<file path="src/rtl/bus_frame_receiver.sv">
`default_nettype none
// ============================================================================
// Module      : bus_frame_receiver
// Description : Receive end of the shared serial bus. Frames arrive MSB
//               first at one bit per clock:
//                 start '1' | mod[1:0] | addr[3:0] | data[N-1:0] | crc[3:0]
//               with N = 8/16/32/64 for mod = 0/1/2/3. Frames addressed to
//               MY_ADDR are CRC-4 checked (x^4+x+1, init 0, over mod, addr
//               and data). A good frame updates data_out/mod_out and pulses
//               frame_valid. A bad frame pulses crc_err. Both counters
//               saturate.
// Ports       : clock       - single clock, rising edge
//               reset_n     - asynchronous active-low reset
//               bus_in      - serial bus line, idle low
//               data_out    - last accepted payload, zero-extended to 64 bits
//               mod_out     - mode of the last accepted frame
//               frame_valid - 1-cycle pulse, good frame for this receiver
//               crc_err     - 1-cycle pulse, CRC mismatch on a frame for us
//               busy        - high while a frame is being received
//               frame_cnt   - saturating count of good frames
//               err_cnt     - saturating count of CRC-failed frames
// Config      : BUS_RX_BROADCAST_EN - when defined, address 4'hF is also
//               accepted as a broadcast address.
// Revision    : 1.0 - initial release
// ============================================================================
module bus_frame_receiver #(
    parameter logic [3:0] MY_ADDR = 4'd1,
    parameter int         CNT_W   = 8
) (
    input  logic             clock,
    input  logic             reset_n,
    input  logic             bus_in,
    output logic [63:0]      data_out,
    output logic [1:0]       mod_out,
    output logic             frame_valid,
    output logic             crc_err,
    output logic             busy,
    output logic [CNT_W-1:0] frame_cnt,
    output logic [CNT_W-1:0] err_cnt
);

    typedef enum logic [2:0] {
        S_IDLE = 3'd0,
        S_MOD  = 3'd1,
        S_ADDR = 3'd2,
        S_DATA = 3'd3,
        S_CRC  = 3'd4
    } state_t;

    // ------------------------------------------------------------------
    // Frame state
    // ------------------------------------------------------------------
    state_t            state_q;
    logic [6:0]        bit_cnt_q;     // position inside the current field
    logic [1:0]        mod_q;
    logic [3:0]        addr_q;
    logic [63:0]       shift_q;       // data field, shifted in from the LSB
    logic [3:0]        crc_q;         // running CRC over mod/addr/data
    logic [3:0]        rx_crc_q;      // CRC bits received so far

    // Registered outputs
    logic [63:0]       data_out_q;
    logic [1:0]        mod_out_q;
    logic              frame_valid_q;
    logic              crc_err_q;
    logic              busy_q;
    logic [CNT_W-1:0]  frame_cnt_q;
    logic [CNT_W-1:0]  err_cnt_q;

    // ------------------------------------------------------------------
    // Combinational helpers
    // ------------------------------------------------------------------
    logic [3:0]        crc_d;         // CRC after absorbing the current bit
    logic [3:0]        rx_crc_d;      // complete received CRC on its last bit
    logic [6:0]        data_last_d;   // index of the last data bit (N-1)
    logic              addr_match_d;
    logic              crc_ok_d;

    // Serial CRC-4 step: feedback is the incoming bit XOR the top bit.
    always_comb begin
        crc_d = {crc_q[2:0], 1'b0} ^ ((bus_in ^ crc_q[3]) ? 4'h3 : 4'h0);
    end

    always_comb begin
        rx_crc_d = {rx_crc_q[2:0], bus_in};
        crc_ok_d = (rx_crc_d == crc_q);
    end

    always_comb begin
        case (mod_q)
            2'd0:    data_last_d = 7'd7;
            2'd1:    data_last_d = 7'd15;
            2'd2:    data_last_d = 7'd31;
            default: data_last_d = 7'd63;
        endcase
    end

`ifdef BUS_RX_BROADCAST_EN
    // Broadcast frames are handled exactly like frames for our own address.
    always_comb begin
        addr_match_d = (addr_q == MY_ADDR) || (addr_q == 4'hF);
    end
`else
    always_comb begin
        addr_match_d = (addr_q == MY_ADDR);
    end
`endif

    // ------------------------------------------------------------------
    // Receive FSM
    // ------------------------------------------------------------------
    always_ff @(posedge clock or negedge reset_n) begin
        if (!reset_n) begin
            state_q       <= S_IDLE;
            bit_cnt_q     <= 7'd0;
            mod_q         <= 2'd0;
            addr_q        <= 4'd0;
            shift_q       <= 64'd0;
            crc_q         <= 4'd0;
            rx_crc_q      <= 4'd0;
            data_out_q    <= 64'd0;
            mod_out_q     <= 2'd0;
            frame_valid_q <= 1'b0;
            crc_err_q     <= 1'b0;
            busy_q        <= 1'b0;
            frame_cnt_q   <= '0;
            err_cnt_q     <= '0;
        end else begin
            // Result strobes last exactly one cycle.
            frame_valid_q <= 1'b0;
            crc_err_q     <= 1'b0;

            case (state_q)
                S_IDLE: begin
                    if (bus_in) begin
                        // Start bit: clear the per-frame state so that the
                        // upper data bits read as zero for short frames.
                        state_q   <= S_MOD;
                        bit_cnt_q <= 7'd0;
                        mod_q     <= 2'd0;
                        addr_q    <= 4'd0;
                        shift_q   <= 64'd0;
                        crc_q     <= 4'd0;
                        rx_crc_q  <= 4'd0;
                        busy_q    <= 1'b1;
                    end
                end

                S_MOD: begin
                    mod_q <= {mod_q[0], bus_in};
                    crc_q <= crc_d;
                    if (bit_cnt_q == 7'd1) begin
                        state_q   <= S_ADDR;
                        bit_cnt_q <= 7'd0;
                    end else begin
                        bit_cnt_q <= bit_cnt_q + 7'd1;
                    end
                end

                S_ADDR: begin
                    addr_q <= {addr_q[2:0], bus_in};
                    crc_q  <= crc_d;
                    if (bit_cnt_q == 7'd3) begin
                        state_q   <= S_DATA;
                        bit_cnt_q <= 7'd0;
                    end else begin
                        bit_cnt_q <= bit_cnt_q + 7'd1;
                    end
                end

                S_DATA: begin
                    shift_q <= {shift_q[62:0], bus_in};
                    crc_q   <= crc_d;
                    if (bit_cnt_q == data_last_d) begin
                        state_q   <= S_CRC;
                        bit_cnt_q <= 7'd0;
                    end else begin
                        bit_cnt_q <= bit_cnt_q + 7'd1;
                    end
                end

                S_CRC: begin
                    // The computed CRC is frozen here; only the received
                    // checksum keeps shifting.
                    rx_crc_q <= rx_crc_d;
                    if (bit_cnt_q == 7'd3) begin
                        // Back to IDLE on the last CRC bit, so a start bit
                        // in the following (pulse) cycle is accepted.
                        state_q   <= S_IDLE;
                        bit_cnt_q <= 7'd0;
                        busy_q    <= 1'b0;
                        if (addr_match_d) begin
                            if (crc_ok_d) begin
                                frame_valid_q <= 1'b1;
                                data_out_q    <= shift_q;
                                mod_out_q     <= mod_q;
                                if (frame_cnt_q != {CNT_W{1'b1}}) begin
                                    frame_cnt_q <= frame_cnt_q + {{(CNT_W-1){1'b0}}, 1'b1};
                                end
                            end else begin
                                crc_err_q <= 1'b1;
                                if (err_cnt_q != {CNT_W{1'b1}}) begin
                                    err_cnt_q <= err_cnt_q + {{(CNT_W-1){1'b0}}, 1'b1};
                                end
                            end
                        end
                    end else begin
                        bit_cnt_q <= bit_cnt_q + 7'd1;
                    end
                end

                default: begin
                    state_q   <= S_IDLE;
                    bit_cnt_q <= 7'd0;
                    busy_q    <= 1'b0;
                end
            endcase
        end
    end

    // ------------------------------------------------------------------
    // Outputs
    // ------------------------------------------------------------------
    assign data_out    = data_out_q;
    assign mod_out     = mod_out_q;
    assign frame_valid = frame_valid_q;
    assign crc_err     = crc_err_q;
    assign busy        = busy_q;
    assign frame_cnt   = frame_cnt_q;
    assign err_cnt     = err_cnt_q;

endmodule
`default_nettype wire

</file>
<file path="config.mk">
export PLATFORM = sky130hd
export DESIGN_NAME = bus_frame_receiver
export DESIGN_NICKNAME = d
export VERILOG_FILES = /design/src/rtl/bus_frame_receiver.sv
export SDC_FILE = /design/constraint.sdc
export NUM_CORES = 1
export LEC_CHECK = 0
export CAP_MARGIN = 25
export CORE_MARGIN = 2
export CORE_UTILIZATION = 49
export CTS_CLUSTER_DIAMETER = 40
export CTS_CLUSTER_SIZE = 40
export DETAILED_ROUTE_END_ITERATION = 10
export PLACE_DENSITY = 0.76
export SETUP_SLACK_MARGIN = 0.1
export SYNTH_ARGS = -nofsm -noshare
export SYNTH_HDL_FRONTEND = slang
export SYNTH_SLANG_ARGS = --single-unit
</file>
<file path="constraint.sdc">
create_clock -name clock -period 2 [get_ports clock]
set_input_delay 0.4 -clock clock [delete_from_list [all_inputs] [get_ports clock]]
set_output_delay 0.4 -clock clock [all_outputs]
set_load 0.05 [all_outputs]
</file>
==> flow_summary.json, run 1 <==
{
  "status": "complete, but fails checks",
  "violations": "negative setup slack",
  "dp_hpwl_um": 8950,
  "syn-mean-instance-area_um2": 14.1,
  "dr.pass1.iters": 4,
  "endpoint_kind": "register",
  "finalHoldViolCount": 0,
  "r2r_slack_ns": -0.03,
  "regToRegStartpoint": "bit_cnt_q[5]",
  "cap_violations": 0,
  "synth-edff-count": 0,
  "fin_cells": 819,
  "required_ns": 2.32,
  "max_stage_delay_ns": 0.41,
  "synth-seq-cells": 172,
  "pwr-share-clk": 0.329,
  "die-width_um": 122,
  "cts_buffer_depth": 2,
  "grt_max_degree": 65,
  "swShare": 0.316,
  "min-delay-start": "err_cnt[0]",
  "cp_num_buf_inv": 3,
  "cts_buffers": 17,
  "crit_type": "reg -> reg",
  "p_sw_mw": 3.27,
  "routed_wl_um": 16400,
  "synth_fp_nets": 490,
  "clk_pin_slew_ns": 0.06,
  "vias": 4681,
  "hold-path-endpoint": "err_cnt[0]",
  "seq_area_frac_synth": 0.633,
  "grt_overflow_total": 0,
  "cts_tree": "built",
  "fill_cells": 932,
  "max_slew.worst_pin.slew_ns": 0.548,
  "clock_latency_ns": 0.44,
  "fin_crit_sh": 1.02,
  "final_layout_size_suffix_gt1_frac": 0.318,
  "io_buffer_count": 87,
  "dieArea_mm2": 0.0148,
  "maxSlewViolCount": 0,
  "grtUsageTotal": 0.221,
  "fin_nets": 633,
  "power_frac_seq": 0.402,
  "ys_warn_count": 0,
  "r2r_cells": 7,
  "startpoint_type": "register",
  "drc_errors": 0,
  "r2r-end": "data_out[33]",
  "grt_pass1_wl_um": 25200,
  "crit_path_top_delay_cell": "dfrtp_1",
  "cts-root-buf": "clkbuf_16",
  "comb_power_share": 0.269,
  "ant_nets": 0,
  "worstHoldPathType": "reg -> reg",
  "initial_utilization": 0.496,
  "crit_family": "simple AND/OR/NAND/NOR gates",
  "antenna_found_initial": 0,
  "grt_pass1_vias": 4749,
  "ir_drop_mv": 0.889,
  "grt_setup_unrepaired": "true",
  "layout_setup_ws_ns": -0.0311,
  "fin_crit_ns": 2.03,
  "cp_max_fo": 4,
  "setup_viol": 18,
  "clock_sinks": 172,
  "rows": 43,
  "path_cells": "nor4_4 -> nand4_1 -> nor2_4 -> buf_6 -> buf_12 -> clkbuf_16 -> mux2_4",
  "io_pins": 88,
  "leakagePower_nw": 4.84,
  "tns_ns": -0.288,
  "gp_congestion": 0.848,
  "drtIter0Drc": 327,
  "synth-main-ff-cell": "dfrtp_1",
  "synthCells": 483,
  "maxClockFrequency_mhz": 492,
  "syn2layout_area_growth_pct": 39.7,
  "diodes": 0,
  "slew_headroom": 0.636,
  "whs_path_depth": 1,
  "async_flop_share": 1.00,
  "synth_cell_types": 48,
  "clock_skew_ns": 0.00973,
  "die_y_um": 122,
  "wire_per_inst_um": 20.0,
  "cts.htree.levels": 4,
  "p_int_mw": 7.06,
  "core_area_mm2": 0.0137,
  "powerDensity_mw_per_mm2": 1090,
  "netlist_area_mm2": 0.00680,
  "worstSetupStartpoint": "bit_cnt_q[5]",
  "viasPerCell": 5.72,
  "critPathArrivalTime_ns": 2.35,
  "placed_cells": 761
}
worst reg2reg max path: stages, from the launching register on:
cell	delay, ns
dfrtp_1	0.41
nor4_4	0.34
nand4_1	0.25
nor2_4	0.21
buf_6	0.16
buf_12	0.11
clkbuf_16	0.14
mux2_4	0.30
per-layer routing:
| layer | track usage | vias to the layer above | part of all wire |
|---|---|---|---|
| met2 | 0.347 | 136 | 0.50 |
| met3 | 0.0646 | 27 | 0.046 |
| met5 | 0 | - | 0 |
| met4 | 0.0783 | 0 | 0.022 |
| li1 | - | 2075 | - |
| met1 | 0.295 | 2443 | 0.44 |
flip-flops by register name, summed over array words and instances, names as in the netlist:
name         cells
err_cnt          8
frame_valid      1
data_out        64
addr_q           4
busy             1
rx_crc_q         3
crc_err          1
crc_q            4
frame_cnt        8
mod_out          2
bit_cnt_q        7
state_q          3
mod_q            2
shift_q         64
what timing repair did:
item                                    in CTS  in global routing
hold buffers                                 1                  0
gates cloned                                 5                  5
pin swaps                                   14                 10
gates resized for setup                    125                 65
buffers inserted                            13                  4
endpoints found under the setup margin     167                 91
endpoints found under the hold margin       50                  0
layout by cell type (no fill, tap or decap), drive strengths merged, types with 4 or more instances in the layout:
master / n
dfrtp: 172
dlygate4sd2: 79
a22o: 77
mux2: 70
buf: 67
nand2: 24
clkbuf: 23
xnor2: 17
nor2: 12
nand4: 9
inv: 8
and3: 7
o21ai: 7
nor3: 5
and2: 4
o221ai: 4
ha: 4
clkinv: 4
synthesized netlist by cell type (all sizes together), types with 4 or more instances:
cell    number  area, µm²
buf         13       72.6
o221ai       4       35.0
nand2       24       90.1
and3         7       43.8
nand4        9       56.3
mux2        70        788
and2         4       25.0
inv          5       18.8
ha           4       50.1
clkbuf      15       56.3
a22o        77        674
nor3         5       25.0
nor2        12       47.6
dfrtp      172       4300
o21ai        7       35.0
xnor2       17        149
layout make-up:
cell class,instances,area [µm²],share of cell area
timing repair buffer,152,1610,0.169
tap,180,225,0.0237
clock inverter,13,165,0.0174
multi-input combinational,278,2740,0.288
sequential,172,4310,0.453
inverter,5,18.8,0.00197
clock buffer,19,443,0.0466
power groups by stage:
| stage | Combinational (mW) | Sequential [mW] | Clock, mW |
|---|---|---|---|
| 5_1_grt | 3.01 | 4.20 | 3.60 |
| 6_report | 2.77 | 4.16 | 3.40 |
| 4_1_cts | 2.66 | 4.14 | 3.42 |
| 3_3_place_gp | 2.37 | 4.17 | 0 |
| 3_5_place_dp | 2.45 | 4.20 | 0 |
| 2_1_floorplan | 1.59 | 4.14 | 0 |
through the flow:
stage | hold slack, ns | utilization | setup slack, ns | area [µm²] | power [mW]
finish | 0.494 | 0.693 | -0.0311 | 9510 | 10.3
global route | 0.511 | 0.693 | -0.110 | 9510 | 10.8
CTS | 0.484 | 0.667 | -0.0357 | 9150 | 10.2
detailed placement | 0.399 | 0.597 | -0.339 | 8190 | 6.65
global placement | 0.390 | 0.597 | -0.290 | 8190 | 6.54
floorplan | 0.104 | - | -0.0101 | 6840 | 5.73
how the worst max path moves through the flow:
stage                         endpoint  depth (start not counted)
after floorplan           bit_cnt_q[2]                          7
after global placement    data_out[16]                          6
after detailed placement  data_out[23]                          6
after CTS                  data_out[7]                          8
after global routing        state_q[0]                          7
final                     data_out[33]                          7
cell families (layout without fill, tap and decap cells):
| logic type | count (synthesis) | after routing | share of synthesized area |
|---|---|---|---|
| adders and majority gates | 4 | 4 | 0.00736 |
| xor gates and xnor gates | 19 | 19 | 0.0245 |
| DFF | 172 | 172 | 0.633 |
| and+or+nand+nor | 81 | 81 | 0.0647 |
| buffers and inverters | 33 | 189 | 0.0217 |
| muxes | 72 | 72 | 0.119 |
| AOI/OAI and AO/OA | 102 | 102 | 0.130 |
Note: power is estimated with default switching activity, not from simulation.
==> run 2: changes to the inputs <==
--- a/config.mk
+++ b/config.mk
@@ -7,11 +7,12 @@
 export LEC_CHECK = 0
 export CAP_MARGIN = 25
 export CORE_MARGIN = 2
-export CORE_UTILIZATION = 49
+export CORE_UTILIZATION = 50
 export CTS_CLUSTER_DIAMETER = 40
 export CTS_CLUSTER_SIZE = 40
 export DETAILED_ROUTE_END_ITERATION = 10
-export PLACE_DENSITY = 0.76
+export DONT_BUFFER_PORTS = 1
+export PLACE_DENSITY = 0.69
 export SETUP_SLACK_MARGIN = 0.1
 export SYNTH_ARGS = -nofsm -noshare
 export SYNTH_HDL_FRONTEND = slang
==> run 2 against run 1 <==
Highest routed layer unchanged. Register-to-register slack improved by 0.04 ns. Final cell count decreased by 11%. Hold slack got worse by 0.82 ns. Largest power group unchanged. The flow finishes with violations (negative hold slack). Cell area decreased by 11%. Non-clock buffer count decreased by 87. Die area decreased by 1.9%. Clock-buffer cell count increased by 3. Critical path depth unchanged. Sequential share of layout area increased by 5.5 points. Sequential power increased by 1%. Fmax increased by 1.8%.
==> flow_summary.json, run 2 (synthesis results as in run 1) <==
{
  "fin_crit_sh": 0.997,
  "setup_viol": 0,
  "cts_buffers": 17,
  "power_mw": 9.82,
  "dr.pass1.iters": 4,
  "fin_crit_ns": 1.99,
  "grt_max_degree": 173,
  "pwr-share-clk": 0.331,
  "fill_cells": 973,
  "rows": 42,
  "viasPerCell": 5.71,
  "whs_ns": -0.329,
  "max_slew.worst_pin.slew_ns": 0.552,
  "clock_sinks": 172,
  "antenna_found_initial": 0,
  "cts_tree": "built",
  "final_cell_mix": "dfrtp_1 (167), a22o_1 (77), mux2_4 (65)",
  "crit_path_top_delay_cell": "dfrtp_2",
  "crit_family": "simple AND/OR/NAND/NOR gates",
  "power_frac_seq": 0.428,
  "routed_wl_um": 14200,
  "cts-root-buf": "clkbuf_16",
  "tns_ns": 0,
  "fin_nets": 546,
  "p_sw_mw": 3.03,
  "place_area_mm2": 0.00737,
  "crit_type": "reg -> reg",
  "io_pins": 88,
  "clock_skew_ns": 0.00903,
  "cts.htree.levels": 4,
  "clk_pin_slew_ns": 0.06,
  "startpoint_type": "register",
  "syn2layout_area_growth_pct": 24.7,
  "grt_setup_unrepaired": "true",
  "status": "complete, but fails checks",
  "critPathMostFrequentCell": "nand4_1",
  "finalHoldViolCount": 172,
  "required_ns": 2.31,
  "cp_max_fo": 6,
  "grt_overflow_total": 0,
  "die_y_um": 121,
  "drc_errors": 0,
  "drtIter0Drc": 329,
  "grt_pass1_wl_um": 23000,
  "diodes": 0,
  "final-seq-area_mm2": 0.00431,
  "cp_num_buf_inv": 2,
  "die-width_um": 121,
  "dp_hpwl_um": 8200,
  "fin_area_mm2": 0.00848,
  "cap_violations": 0,
  "maxClockFrequency_mhz": 501,
  "pre_cts_ws_ns": -0.0591,
  "violations": "negative hold slack",
  "slew_headroom": 0.632,
  "maxSlewViolCount": 0,
  "gp_congestion": 0.781,
  "io_buffer_count": 0,
  "layout_setup_ws_ns": 0.00518,
  "ant_nets": 0,
  "critPathArrivalTime_ns": 2.31,
  "core_area_mm2": 0.0132,
  "multi_input_area_mm2": 0.00273,
  "vias": 4151,
  "initial_utilization": 0.514,
  "path_cells": "nor4_4 -> nand4_1 -> buf_6 -> a311oi_4 -> buf_4 -> nand4_1 -> xnor2_1",
  "clock_latency_ns": 0.42,
  "dieArea_mm2": 0.0146,
  "swShare": 0.309,
  "wire_per_inst_um": 19.5,
  "final_layout_size_suffix_gt1_frac": 0.361,
  "cts_buffer_depth": 2,
  "grtUsageTotal": 0.202,
  "final_common_cell": "dfrtp_1",
  "powerDensity_mw_per_mm2": 1160,
  "worstHoldPathType": "in -> async",
  "grt_pass1_vias": 4325,
  "p_int_mw": 6.79,
  "leakagePower_nw": 4.07,
  "max_stage_delay_ns": 0.45,
  "ir_drop_mv": 0.534,
  "comb_power_share": 0.242,
  "endpoint_kind": "register"
}
run 2: cell types whose count changed in the layout (fill, tap and decap cells not counted), moves of 3 or more:
cell / previous run / this run
dfrtp_1: 170 / 167
dlygate4sd2_1: 79 / 0
buf_4: 36 / 48
buf_16: 3 / 0
mux2_4: 69 / 65
mux2_2: 1 / 5
dfrtp_2: 2 / 5
buf_12: 14 / 3
buf_6: 12 / 8
run 2: power by group through the flow:
| stage | sequential [mW] | clock [mW] | combinational, mW |
|---|---|---|---|
| after floorplan | 4.14 | 0 | 1.59 |
| final | 4.20 | 3.25 | 2.37 |
| after global routing | 4.25 | 3.46 | 2.61 |
| after global placement | 4.21 | 0 | 2.14 |
| after detailed placement | 4.23 | 0 | 2.19 |
| after CTS | 4.18 | 3.32 | 2.26 |
run 2: what timing repair did:
action / 4_1_cts / 5_1_grt
endpoints found under the hold margin: 172 / 172
gates resized for setup: 84 / 19
setup buffers: 4 / 5
cloned: 0 / 3
pin swaps: 15 / 14
endpoints found under the setup margin: 85 / 90
run 2: path summary, 6_finish.rpt:
check | startpoint | to | slack, ns | cells past startpoint
worst max-delay path | bit_cnt_q[5] | err_cnt[7] | 0.005 | 7
worst min-delay path | reset_n | frame_cnt[5] | -0.33 | 0
worst max register to register | bit_cnt_q[5] | err_cnt[7] | 0.005 | 7
worst min register to register | shift_q[0] | shift_q[0] | 0.53 | 1
max in group asynchronous | reset_n | rx_crc_q[2] | 2.13 | 0
min in group clock | bus_in | rx_crc_q[0] | 0.12 | 1
run 2: final cells by class:
type | count | area share
Sequential cell | 172 | 0.508
Multi-Input combinational cell | 278 | 0.322
Timing Repair Buffer | 65 | 0.0732
Clock buffer | 22 | 0.0559
Tap cell | 176 | 0.0260
Clock inverter | 9 | 0.0131
Inverter | 5 | 0.00221
run 2: metal layers:
metal	vias up	GRT usage	wire (µm)
met5	-	0	0
met4	0	0.0741	202
li1	1896	-	-
met2	87	0.304	6660
met3	20	0.0594	697
met1	2148	0.280	6590
run 2: stage by stage:
step,cells,utilization,hold slack [ns]
2_1_floorplan,483,-,0.104
3_3_place_gp,684,0.557,0.110
3_5_place_dp,684,0.557,0.109
4_1_cts,719,0.627,-0.357
5_1_grt,727,0.641,-0.359
6_report,727,0.641,-0.329
==> run 3: changes to the inputs <==
--- a/config.mk
+++ b/config.mk
@@ -7,12 +7,12 @@
 export LEC_CHECK = 0
 export CAP_MARGIN = 25
 export CORE_MARGIN = 2
-export CORE_UTILIZATION = 50
+export CORE_UTILIZATION = 31
 export CTS_CLUSTER_DIAMETER = 40
 export CTS_CLUSTER_SIZE = 40
 export DETAILED_ROUTE_END_ITERATION = 10
 export DONT_BUFFER_PORTS = 1
-export PLACE_DENSITY = 0.69
+export PLACE_DENSITY = 0.47
 export SETUP_SLACK_MARGIN = 0.1
 export SYNTH_ARGS = -nofsm -noshare
 export SYNTH_HDL_FRONTEND = slang
==> run 3 against run 2 <==
The run still ends with negative hold slack left. Hold slack improved by 0.0035 ns. Fmax increased by 1.2%. Sequential share of layout area decreased by 0.13 points. Die area rose by 59%. Sequential power barely moved. First-iteration DRC count shrank 35%. Largest cell class unchanged. Highest routed layer unchanged.
==> flow_summary.json, run 3 (synthesis results as in run 1) <==
{
  "pre_cts_ws_ns": -0.0824,
  "routed.top_layer": "met4",
  "vias": 4169,
  "dp_hpwl_um": 8880,
  "gp_congestion": 0.749,
  "r2r_slack_ns": 0.03,
  "cap_violations": 0,
  "met3_length_um": 796,
  "core_area_mm2": 0.0217,
  "syn2layout_area_growth_pct": 25.0,
  "final_util": 0.392,
  "status": "complete, but fails checks",
  "maxClockFrequency_mhz": 507,
  "clock_latency_ns": 0.42,
  "cts.htree.levels": 4,
  "placed_cells": 779,
  "diodes": 0,
  "maxSlewViolCount": 0,
  "grt_pass1_vias": 4373,
  "fin_crit_ns": 1.97,
  "critPathArrivalTime_ns": 2.28,
  "comb_power_share": 0.240,
  "antenna_found_initial": 0,
  "startpoint_type": "register",
  "clock_skew_ns": 0.0104,
  "ir_drop_mv": 0.552,
  "wl_met1_um": 7270,
  "clk_pin_slew_ns": 0.07,
  "worstHoldPathType": "in -> async",
  "cts_tree": "built",
  "leakagePower_nw": 4.04,
  "whs_ns": -0.325,
  "cts_buffers": 17,
  "clock_sinks": 172,
  "initial_utilization": 0.314,
  "wire_per_inst_um": 18.4,
  "setup_viol": 0,
  "final-seq-area_mm2": 0.00431,
  "cp_max_fo": 6,
  "drtIter0Drc": 213,
  "grtUsageTotal": 0.130,
  "power_mw": 10.1,
  "ant_nets": 0,
  "violations": "negative hold slack",
  "regToRegStartpoint": "bit_cnt_q[5]",
  "drc_errors": 0,
  "p_int_mw": 6.94,
  "final_layout_size_suffix_gt1_frac": 0.344,
  "fin_crit_sh": 0.986,
  "layout_setup_ws_ns": 0.0282,
  "pwr-share-clk": 0.343,
  "wl_met2_um": 6950,
  "die_y_um": 152,
  "final_cell_mix": "dfrtp_1 (167), a22o_1 (77), mux2_2 (44)",
  "powerDensity_mw_per_mm2": 1180,
  "dr.pass1.iters": 4,
  "final_common_cell": "dfrtp_1",
  "grt_max_degree": 173,
  "cts-root-buf": "clkbuf_16",
  "finalHoldViolCount": 172,
  "endpoint_kind": "register",
  "multi_input_area_mm2": 0.00256,
  "crit_type": "reg -> reg",
  "worstSetupStartpoint": "bit_cnt_q[5]",
  "fill_cells": 2033,
  "routed_wl_um": 15200,
  "cts_buffer_depth": 2,
  "grt_overflow_total": 0,
  "io_buffer_count": 0,
  "r2r-end": "bit_cnt_q[2]",
  "required_ns": 2.31,
  "slew_headroom": 0.638,
  "io_pins": 88,
  "r2r_cells": 5,
  "dieArea_mm2": 0.0231,
  "p_sw_mw": 3.14,
  "fin_cells": 826,
  "swShare": 0.311,
  "die-width_um": 152,
  "power_frac_seq": 0.417,
  "fin_nets": 541,
  "grt_setup_unrepaired": "true",
  "max_slew.worst_pin.slew_ns": 0.543,
  "fin_area_mm2": 0.00851,
  "place_area_mm2": 0.00743,
  "rows": 54,
  "viasPerCell": 5.05,
  "tns_ns": 0,
  "grt_pass1_wl_um": 24200
}
run 3: final cells by class:
class / count / share of cell area
flip-flops and latches: 172 / 0.507
well taps: 280 / 0.0412
multi-input cells: 278 / 0.301
clock buffers: 20 / 0.0537
inverters: 5 / 0.00221
repair buffers: 60 / 0.0772
clock inverters: 11 / 0.0184
run 3: what timing repair did:
item / 4_1_cts / 5_1_grt
setup endpoints to repair: 83 / 89
pin swaps: 5 / 13
setup buffers: 9 / 1
hold endpoints to repair: 172 / 172
cloned: 3 / 3
resized for setup: 25 / 33
run 3: worst max path at each step:
stage                     slack, ns  cells past startpoint            to
after floorplan               -0.01                      7  bit_cnt_q[2]
after global placement        -0.15                      6  data_out[59]
after detailed placement      -0.08                      6  data_out[18]
after CTS                      0.04                      5  bit_cnt_q[2]
after global routing          -0.04                      8  frame_cnt[1]
final                          0.03                      5  bit_cnt_q[2]
run 3: layer usage:
metal  track usage  up-vias
met5             0        -
met3        0.0395       13
met1         0.178     2162
met4        0.0405        0
li1              -     1895
met2         0.200       99
run 3: worst max-delay path: stages (launching register included):
cell      delay [ns]
dfrtp_2         0.44
or4_4           0.60
o311ai_4        0.24
nand3_2         0.18
a21o_1          0.21
a22o_1          0.20
run 3: power by group through the flow:
stage / Sequential [mW] / Combinational (mW) / Clock (mW)
floorplan: 4.14 / 1.59 / 0
global placement: 4.23 / 2.26 / 0
detailed placement: 4.24 / 2.29 / 0
CTS: 4.20 / 2.39 / 3.55
global route: 4.25 / 2.65 / 3.72
finish: 4.20 / 2.41 / 3.46
